[src/rtl/bin2bcd_seq_pkg.sv]
// Shared constants and FSM state type for the sequential binary-to-BCD converter.
package bin2bcd_seq_pkg;

  localparam int unsigned MAX_DEC   = 9999;
  localparam int unsigned NDIG      = 4;
  localparam logic [3:0]  OVF_DIGIT = 4'hF;

  typedef enum logic [1:0] {
    StIdle = 2'd0,
    StOp   = 2'd1,
    StDone = 2'd2
  } state_e;

endpackage

[src/rtl/bin2bcd_seq_if.sv]
// Request/result bundle between the converter and its user (display mux side).
interface bin2bcd_seq_if #(
  parameter int unsigned BIN_W = 14
);

  logic             start;
  logic [BIN_W-1:0] bin;
  logic             ready;
  logic             done_tick;
  logic [3:0]       bcd3;
  logic [3:0]       bcd2;
  logic [3:0]       bcd1;
  logic [3:0]       bcd0;
  logic             ovf;

  modport master (
    output start, bin,
    input  ready, done_tick, bcd3, bcd2, bcd1, bcd0, ovf
  );

  modport slave (
    input  start, bin,
    output ready, done_tick, bcd3, bcd2, bcd1, bcd0, ovf
  );

endinterface

[src/rtl/bin2bcd_seq_bcd_add3.sv]
// Double-dabble digit correction: adds 3 to a BCD digit of 5 or more before the shift.
module bin2bcd_seq_bcd_add3 (
  input  logic [3:0] d_i,
  output logic [3:0] d_o
);

  // Inputs are at most 9, so d+3 never exceeds 12 and fits in 4 bits.
  assign d_o = (d_i >= 4'd5) ? d_i + 4'd3 : d_i;

endmodule

[src/rtl/bin2bcd_seq.sv]
// Sequential shift-and-add-3 binary-to-BCD converter, one input bit per clock.
module bin2bcd_seq
  import bin2bcd_seq_pkg::*;
#(
  parameter int unsigned BIN_W = 14
) (
  input  logic               clk,
  input  logic               reset,
  bin2bcd_seq_if.slave       bus
);

  localparam int unsigned CntW = $clog2(BIN_W + 1);
  localparam int unsigned AccW = 4 * NDIG + BIN_W;

  state_e                    state_q;
  logic [BIN_W-1:0]          sreg_q;
  logic [NDIG-1:0][3:0]      w_q;
  logic [CntW-1:0]           cnt_q;
  logic                      ovf_pend_q;
  logic                      ready_q;
  logic                      done_q;
  logic [NDIG-1:0][3:0]      bcd_q;
  logic                      ovf_q;

  logic [NDIG-1:0][3:0]      w_adj;
  logic [AccW-1:0]           acc_shift;
  logic [NDIG-1:0][3:0]      w_d;
  logic [BIN_W-1:0]          sreg_d;
  logic                      bin_ovf;

  for (genvar g = 0; g < NDIG; g++) begin : g_digit
    bin2bcd_seq_bcd_add3 u_add3 (
      .d_i (w_q[g]),
      .d_o (w_adj[g])
    );
  end

  // Corrected digits and the remaining binary bits shift as one register.
  assign acc_shift = {w_adj, sreg_q} << 1;
  assign w_d       = acc_shift[AccW-1:BIN_W];
  assign sreg_d    = acc_shift[BIN_W-1:0];

  // Zero-extended compare; folds to constant 0 when BIN_W cannot exceed MAX_DEC.
  assign bin_ovf = (32'(bus.bin) > MAX_DEC);

  always_ff @(posedge clk or posedge reset) begin
    if (reset) begin
      state_q    <= StIdle;
      sreg_q     <= '0;
      w_q        <= '0;
      cnt_q      <= '0;
      ovf_pend_q <= 1'b0;
      ready_q    <= 1'b1;
      done_q     <= 1'b0;
      bcd_q      <= '0;
      ovf_q      <= 1'b0;
    end else begin
      done_q <= 1'b0;
      unique case (state_q)
        StIdle: begin
          if (bus.start) begin
            sreg_q     <= bus.bin;
            w_q        <= '0;
            cnt_q      <= CntW'(BIN_W);
            ovf_pend_q <= bin_ovf;
            ready_q    <= 1'b0;
            state_q    <= StOp;
          end
        end
        StOp: begin
          sreg_q <= sreg_d;
          w_q    <= w_d;
          cnt_q  <= cnt_q - CntW'(1);
          if (cnt_q == CntW'(1)) begin
            bcd_q   <= ovf_pend_q ? {NDIG{OVF_DIGIT}} : w_d;
            ovf_q   <= ovf_pend_q;
            done_q  <= 1'b1;
            state_q <= StDone;
          end
        end
        StDone: begin
          ready_q <= 1'b1;
          state_q <= StIdle;
        end
        default: begin
          ready_q <= 1'b1;
          state_q <= StIdle;
        end
      endcase
    end
  end

  assign bus.ready     = ready_q;
  assign bus.done_tick = done_q;
  assign bus.bcd3      = bcd_q[3];
  assign bus.bcd2      = bcd_q[2];
  assign bus.bcd1      = bcd_q[1];
  assign bus.bcd0      = bcd_q[0];
  assign bus.ovf       = ovf_q;

endmodule

[src/flat_wrapper.sv]
// flat-port wrapper written by rule: the top's interface ports become plain ports
module bin2bcd_seq_flat import bin2bcd_seq_pkg::*;
#(
  parameter int unsigned BIN_W = 14
)
  (clk, reset, bus_start, bus_bin, bus_ready, bus_done_tick, bus_bcd3, bus_bcd2, bus_bcd1, bus_bcd0, bus_ovf);
  bin2bcd_seq_if #(.BIN_W(BIN_W)) bus_i ();
  input  logic clk;
  input  logic reset;
  input wire logic [$bits(bus_i.start)-1:0] bus_start;
  input wire logic [$bits(bus_i.bin)-1:0] bus_bin;
  output wire logic [$bits(bus_i.ready)-1:0] bus_ready;
  output wire logic [$bits(bus_i.done_tick)-1:0] bus_done_tick;
  output wire logic [$bits(bus_i.bcd3)-1:0] bus_bcd3;
  output wire logic [$bits(bus_i.bcd2)-1:0] bus_bcd2;
  output wire logic [$bits(bus_i.bcd1)-1:0] bus_bcd1;
  output wire logic [$bits(bus_i.bcd0)-1:0] bus_bcd0;
  output wire logic [$bits(bus_i.ovf)-1:0] bus_ovf;
  assign bus_i.start = bus_start;
  assign bus_i.bin = bus_bin;
  assign bus_ready = bus_i.ready;
  assign bus_done_tick = bus_i.done_tick;
  assign bus_bcd3 = bus_i.bcd3;
  assign bus_bcd2 = bus_i.bcd2;
  assign bus_bcd1 = bus_i.bcd1;
  assign bus_bcd0 = bus_i.bcd0;
  assign bus_ovf = bus_i.ovf;
  bin2bcd_seq #(.BIN_W(BIN_W)) u_core (.clk(clk), .reset(reset), .bus(bus_i));
endmodule
[config.mk]
export PLATFORM = sky130hd
export DESIGN_NAME = bin2bcd_seq_flat
export DESIGN_NICKNAME = d
export VERILOG_FILES = /design/src/rtl/bin2bcd_seq_pkg.sv /design/src/rtl/bin2bcd_seq_if.sv /design/src/rtl/bin2bcd_seq_bcd_add3.sv /design/src/rtl/bin2bcd_seq.sv /design/src/flat_wrapper.sv
export SDC_FILE = /design/constraint.sdc
export NUM_CORES = 1
export LEC_CHECK = 0
export ABC_AREA = 1
export BUFFER_PORTS_ARGS = -buffer_cell sky130_fd_sc_hd__buf_2
export CORE_MARGIN = 1.5
export CORE_UTILIZATION = 55
export DETAILED_ROUTE_END_ITERATION = 12
export GPL_TIMING_DRIVEN = 0
export PLACE_DENSITY = 0.83
export RECOVER_POWER = 50
export SYNTH_ARGS = -nofsm -noshare
export SYNTH_HDL_FRONTEND = slang
export SYNTH_SLANG_ARGS = --single-unit
[constraint.sdc]
create_clock -name clk -period 2.37 [get_ports clk]
set_input_delay 0.3555 -clock clk [delete_from_list [all_inputs] [get_ports clk]]
set_output_delay 0.3555 -clock clk [all_outputs]
set_load 0.02 [all_outputs]
==> reports/metrics.yaml, run 1 <==
syn_inst: 304
layout_common_cells: "90 x nand2_1, 55 x dfrtp_1, 36 x buf_2"
setup_violations: 0
cts_root_buffer: "clkbuf_8"
hpwl_um: 3720
final_nets: 374
combinationalPowerShare: 0.474
antenna_found_initial: 0
ant_nets: 0
core-area_um2: 4690
worstPathMaxFanout: 10
pwr_density_cell_nw_per_um2: 1390
die_h_um: 72.7
antenna-diode-count: 0
crit_arrival_ns: 1.79
synth-main-ff-cell: "dfrtp_1"
ys_async_sr_fraction: 1.00
vdd_ir_drop_max_uv: 756
avgSynthCellArea_um2: 8.78
synth_area_um2: 2670
fin_worst_skew_ns: 0.00632
ys_ff_latch: 56
p_int_w: 0.00233
worst_pin_slew_ns: 0.999
switching_power_w: 0.00184
fill_cells: 429
synth_cell_type_count: 27
slew-limit-headroom: 0.333
postCtsHoldBufs: 0
slowest_delay_ns: 0.39
finish.utilization: 0.637
synth-seq-area-share: 0.526
dr_wl_met3_um: 192
dr_wl_met2_um: 2560
yosys_warnings: 0
multiInputGateArea_um2: 1060
drv_cap: 0
num_rows: 25
portBuffers: 35
critPathSlowestCell: "dfrtp_1"
first_pass_iters: 4
slew_viol_final: 0
crit_path_cell_trace: "inv_2 -> nand2_4 -> inv_4 -> nand3_1 -> nor2_8 -> buf_6 -> a21oi_2"
first_global_vias: 2048
dieArea_um2: 5280
wl_per_cell_um: 12.6
rsz0062_at_grt: "false"
hp-class: "input port to flip-flop"
status: "completed"
drc: 0
drive_gt1_frac: 0.178
initialDrtViolationCount: 159
endpoint_kind: "flip-flop"
cts_tree: "yes"
htree_levels: 2
syn_nets: 331
cp.required_ns: 2.56
grt_usage: 0.214
clkLatencyLatePin_ns: 0.31
worstSetupStartpointType: "flip-flop"
initial_utilization: 0.569
cts_buffers: 5
num_vias: 2116
routed_wl_um: 5070
cts_setup_buffers: 0
grt_first_pass_wirelength_um: 8800
die_w_um: 72.7
hold_violations: 0
fmax_mhz: 625
clk_path_buf_depth: 2
pwr-share-seq: 0.398
top_layer: "met4"
p_leak_nw: 1.52
clock-sinks: 56
grt_max_degree: 31
swShare: 0.441
cts_resized: 0
fin_tns_setup_ns: 0
vias_per_cell: 5.26
ios: 36
path_clk_slew_ns: 0.09
synth-edff-count: 0
layout_commonest_cell: "nand2_1"
overflow: 0
p_clk_frac: 0.128
whs_ns: 0.245
ff_latch_area_um2: 1400
final.period_utilization: 0.675
crit_type: "flip-flop to flip-flop"
wl_met1_um: 2250
place_congestion: 0.864
period_needed_ns: 1.60
syn_to_final_growth_pct: 12.0
worst max-delay path: cells and delay by family, from the launching register on:
| kind | cells | cell delay, ns |
|---|---|---|
| AOI/OAI and AO/OA | 1 | 0.07 |
| buffers and inverters | 3 | 0.39 |
| DFF | 1 | 0.39 |
| and+or+nand+nor | 3 | 0.62 |
power groups by stage:
stage          sequential [W]  clock (W)  combinational [W]
6_report              0.00166   0.000532            0.00198
5_1_grt               0.00172   0.000569            0.00226
3_3_place_gp          0.00166          0            0.00191
3_5_place_dp          0.00168          0            0.00200
2_1_floorplan         0.00180          0            0.00134
4_1_cts               0.00166   0.000541            0.00201
path summary, 6_finish.rpt:
check                                                    from                        endpoint  slack [ns]  cells past startpoint
worst max-delay path            u_core.state_q[1]$_DFFE_PP0P_  u_core.bus.bcd0[3]$_DFFE_PP0P_        0.77                      7
worst min-delay path                               bus_bin[0]    u_core.sreg_q[0]$_DFFE_PP0P_        0.25                      3
worst max register to register  u_core.state_q[1]$_DFFE_PP0P_  u_core.bus.bcd0[3]$_DFFE_PP0P_        0.77                      7
worst min register to register   u_core.bus.ready$_DFFE_PP1P_    u_core.bus.ready$_DFFE_PP1P_        0.48                      2
max in group asynchronous                               reset  u_core.bus.bcd0[3]$_DFFE_PP0P_        0.84                      3
min in group asynchronous                               reset    u_core.sreg_q[4]$_DFFE_PP0P_        0.27                      2
synth_stat cells, types with 3 or more instances:
cell	n	area [um2]
nand4_1	3	18.8
nand3_1	20	100
a21oi_2	10	87.6
mux2i_1	3	30.0
nand2_1	89	334
o22ai_1	8	50.1
o21ai_0	19	95.1
inv_1	29	109
buf_2	3	15.0
ha_1	10	125
a21oi_1	7	35.0
dfrtp_1	55	1380
nor2_1	29	109
o211ai_1	3	22.5
routing by layer:
layer,vias up,global-route usage
met3,6,0.0470
met5,-,0
li1,1062,-
met2,46,0.388
met4,0,0.0545
met1,1002,0.258
per-stage QoR:
step	cell area, um2	power (W)	worst slack, ns	std cells
finish	2990	0.00417	0.769	402
global route	2990	0.00455	0.488	402
CTS	3020	0.00421	0.944	402
detailed placement	2930	0.00367	0.964	394
global placement	2910	0.00357	-0.0441	393
floorplan	2670	0.00314	0.645	304
final cells by class:
type,count,area share
plain buffers,8,0.0205
clock buffers,8,0.0301
inverters,33,0.0431
multi-input cells,207,0.355
flip-flops and latches,56,0.469
well taps,54,0.0226
repair buffers,36,0.0594
sequential cells by signal, summed over array words and instances (netlist names), 2 cells and up:
| register | cells |
|---|---|
| u_core.bus.bcd2 | 4 |
| u_core.bus.bcd1 | 4 |
| u_core.bus.bcd3 | 4 |
| u_core.state_q | 2 |
| u_core.sreg_q | 14 |
| u_core.bus.bcd0 | 4 |
| u_core.cnt_q | 4 |
| u_core.w_q | 16 |
kinds of logic after synthesis:
| kind of cell | after synthesis | share of synthesized area |
|---|---|---|
| DFF | 56 | 0.526 |
| buffers and inverters | 41 | 0.0713 |
| AOI/OAI and AO/OA | 49 | 0.114 |
| and+or+nand+nor | 145 | 0.231 |
| adders and majority gates | 10 | 0.0469 |
| muxes | 3 | 0.0113 |
No activity file was read; power rests on OpenSTA's default activity.
==> run 2, diff against run 1 <==
--- a/config.mk
+++ b/config.mk
@@ -8,10 +8,10 @@
 export ABC_AREA = 1
 export BUFFER_PORTS_ARGS = -buffer_cell sky130_fd_sc_hd__buf_2
 export CORE_MARGIN = 1.5
-export CORE_UTILIZATION = 55
+export CORE_UTILIZATION = 51
 export DETAILED_ROUTE_END_ITERATION = 12
 export GPL_TIMING_DRIVEN = 0
-export PLACE_DENSITY = 0.83
+export PLACE_DENSITY = 0.81
 export RECOVER_POWER = 50
 export SYNTH_ARGS = -nofsm -noshare
 export SYNTH_HDL_FRONTEND = slang
==> constraint.sdc (replaced) <==
create_clock -name clk -period 1.34 [get_ports clk]
set_input_delay 0.201 -clock clk [delete_from_list [all_inputs] [get_ports clk]]
set_output_delay 0.201 -clock clk [all_outputs]
set_load 0.02 [all_outputs]
==> reports/metrics.yaml, run 2 (same netlist as run 1, synthesis figures left out) <==
status: "completed"
crit_type: "flip-flop to flip-flop"
fin_tns_setup_ns: 0  # unchanged
rsz0062_at_grt: "true"
vias_per_cell: 5.23  # -0.66%
r2r_start: "u_core.state_q[0]$_DFFE_PP0P_"
initialDrtViolationCount: 162  # +1.9%
finish.utilization: 0.670  # +0.0333
fin_worst_skew_ns: 0.00451  # -0.00181 ns
core-area_um2: 5070  # +8.2%
place_area_um2: 2940  # +0.13%
hpwl_um: 3780  # +1.5%
first_pass_iters: 4  # unchanged
htree_levels: 2  # unchanged
drive_gt1_frac: 0.358  # +0.180
postCtsHoldBufs: 0  # unchanged
layout_commonest_cell: "nand2_1"
clk_path_buf_depth: 2  # unchanged
cp.required_ns: 1.52  # -1.04 ns
min-delay-start: "bus_bin[0]"
overflow: 0  # unchanged
hold_violations: 0  # unchanged
slew_viol_final: 0  # unchanged
worstSetupStartpointType: "flip-flop"
antenna-diode-count: 0  # unchanged
grt_first_pass_wirelength_um: 8740  # -0.78%
worstPathMaxFanout: 10  # unchanged
ant_nets: 0  # unchanged
syn_to_final_growth_pct: 27.5
slew-limit-headroom: 0.150  # -0.183
critPathSlowestCell: "dfrtp_2"
crit_arrival_ns: 1.49  # -0.30 ns
crit_path_cell_trace: "nor2_2 -> nand2_2 -> nand2_1 -> buf_2 -> o22ai_1"
worst_pin_slew_ns: 1.27  # +0.269 ns
largest_reg_flops: 16  # unchanged
routed_wl_um: 6090  # +20%
num_vias: 2306  # +9.0%
pwr_density_cell_nw_per_um2: 2480  # +78%
cts_tree: "yes"
cts_buffers: 5  # unchanged
clock-sinks: 56  # unchanged
portBuffers: 35  # unchanged
path_clk_slew_ns: 0.10  # about the same
die_w_um: 75.3  # +3.7%
setup_violations: 0  # unchanged
slowest_delay_ns: 0.46  # +0.07 ns
grt_max_degree: 57  # +84%
reg.largest.list: "u_core.w_q x16, u_core.sreg_q x14"
final.period_utilization: 0.979  # +0.304
drv_cap: 0  # unchanged
r2r_slack_ns: 0.03  # -0.74 ns
top_register: "u_core.w_q"
whs_ns: 0.102  # -0.143 ns
critical_path.startpoint: "u_core.state_q[0]$_DFFE_PP0P_"
clkLatencyLatePin_ns: 0.30  # about the same
dieArea_um2: 5680  # +7.5%
vdd_ir_drop_max_uv: 913  # +21%
p_leak_nw: 1.66  # +8.9%
initial_utilization: 0.526  # -0.0429
drc: 0  # unchanged
die_h_um: 75.3  # +3.7%
hp-class: "input port to flip-flop"
place_congestion: 0.815  # -5.7%
stdcell_area_um2: 3400  # +14%
first_global_vias: 2012  # -1.8%
num_rows: 26  # +4.0%
antenna_found_initial: 0  # unchanged
layout_common_cells: "75 x nand2_1, 53 x dfrtp_1, 37 x buf_2"
final_nets: 397  # +6.1%
grt_usage: 0.202  # -0.0118
period_needed_ns: 1.31  # -0.288 ns
fmax_mhz: 762  # +22%
ios: 36  # unchanged
cts_root_buffer: "clkbuf_8"
wl_per_cell_um: 13.8  # +9.6%
endpoint_kind: "flip-flop"
fill_cells: 403  # -6.1%
==> run 2: changes by cell type in the layout (fill, tap and decap cells not counted), sizes merged <==
cell,delta
clkbuf,-1
clkinvlp,+1
buf,+23
==> run 2: worst paths after layout <==
kind,end,cells past startpoint
max,u_core.w_q[11]$_DFFE_PP0P_,5
min,u_core.sreg_q[0]$_DFFE_PP0P_,3
max reg2reg,u_core.w_q[11]$_DFFE_PP0P_,5
min reg2reg,u_core.sreg_q[0]$_DFFE_PP0P_,2
max in group asynchronous,u_core.bus.ready$_DFFE_PP1P_,3
min in group asynchronous,u_core.sreg_q[0]$_DFFE_PP0P_,2
==> run 2: area by class of cell <==
cell class | count | area (um2) | area share
well taps | 70 | 87.6 | 0.0257
multi-input cells | 207 | 1210 | 0.357
repair buffers | 58 | 382 | 0.112
repair inverters | 1 | 6.26 | 0.00184
clock buffers | 8 | 90.1 | 0.0265
plain buffers | 8 | 75.1 | 0.0221
flip-flops and latches | 56 | 1410 | 0.413
inverters | 33 | 143 | 0.0419
==> run 2: worst max-delay path, delay by kind of cell (launching register included) <==
family          cells  cell delay [ns]
flops               1             0.46
buf+inv             1             0.25
compound gates      1             0.12
simple gates        3             0.34
==> run 2: where the power goes <==
part           internal (W)  switching (W)  leakage [nW]
Clock              0.000423       0.000525        0.0455
Sequential          0.00248       0.000553         0.665
Combinational       0.00177        0.00269         0.945
Total               0.00467        0.00376          1.66
==> run 2: per-stage QoR <==
step                      power (W)  worst slack (ns)  cells
after floorplan             0.00556            0.0872    304
after global placement      0.00631           -0.0634    409
after detailed placement    0.00652           -0.0962    409
after CTS                   0.00757          0.000798    421
after global routing        0.00909           -0.0509    441
final                       0.00844            0.0278    441
==> run 2: routing by layer <==
layer / up-vias / routed length (um) / GRT usage
met5: - / 0 / 0
met4: 0 / 154 / 0.0853
met3: 14 / 274 / 0.0304
met2: 79 / 3110 / 0.357
met1: 1098 / 2550 / 0.248
li1: 1115 / - / -
==> run 2: timing repair <==
| item | CTS | global route |
|---|---|---|
| gates cloned | 0 | 2 |
| setup buffers | 4 | 17 |
| endpoints found under the hold margin | 0 | 0 |
| resized for setup | 13 | 52 |
| pin swaps | 1 | 12 |
| endpoints found under the setup margin | 20 | 45 |
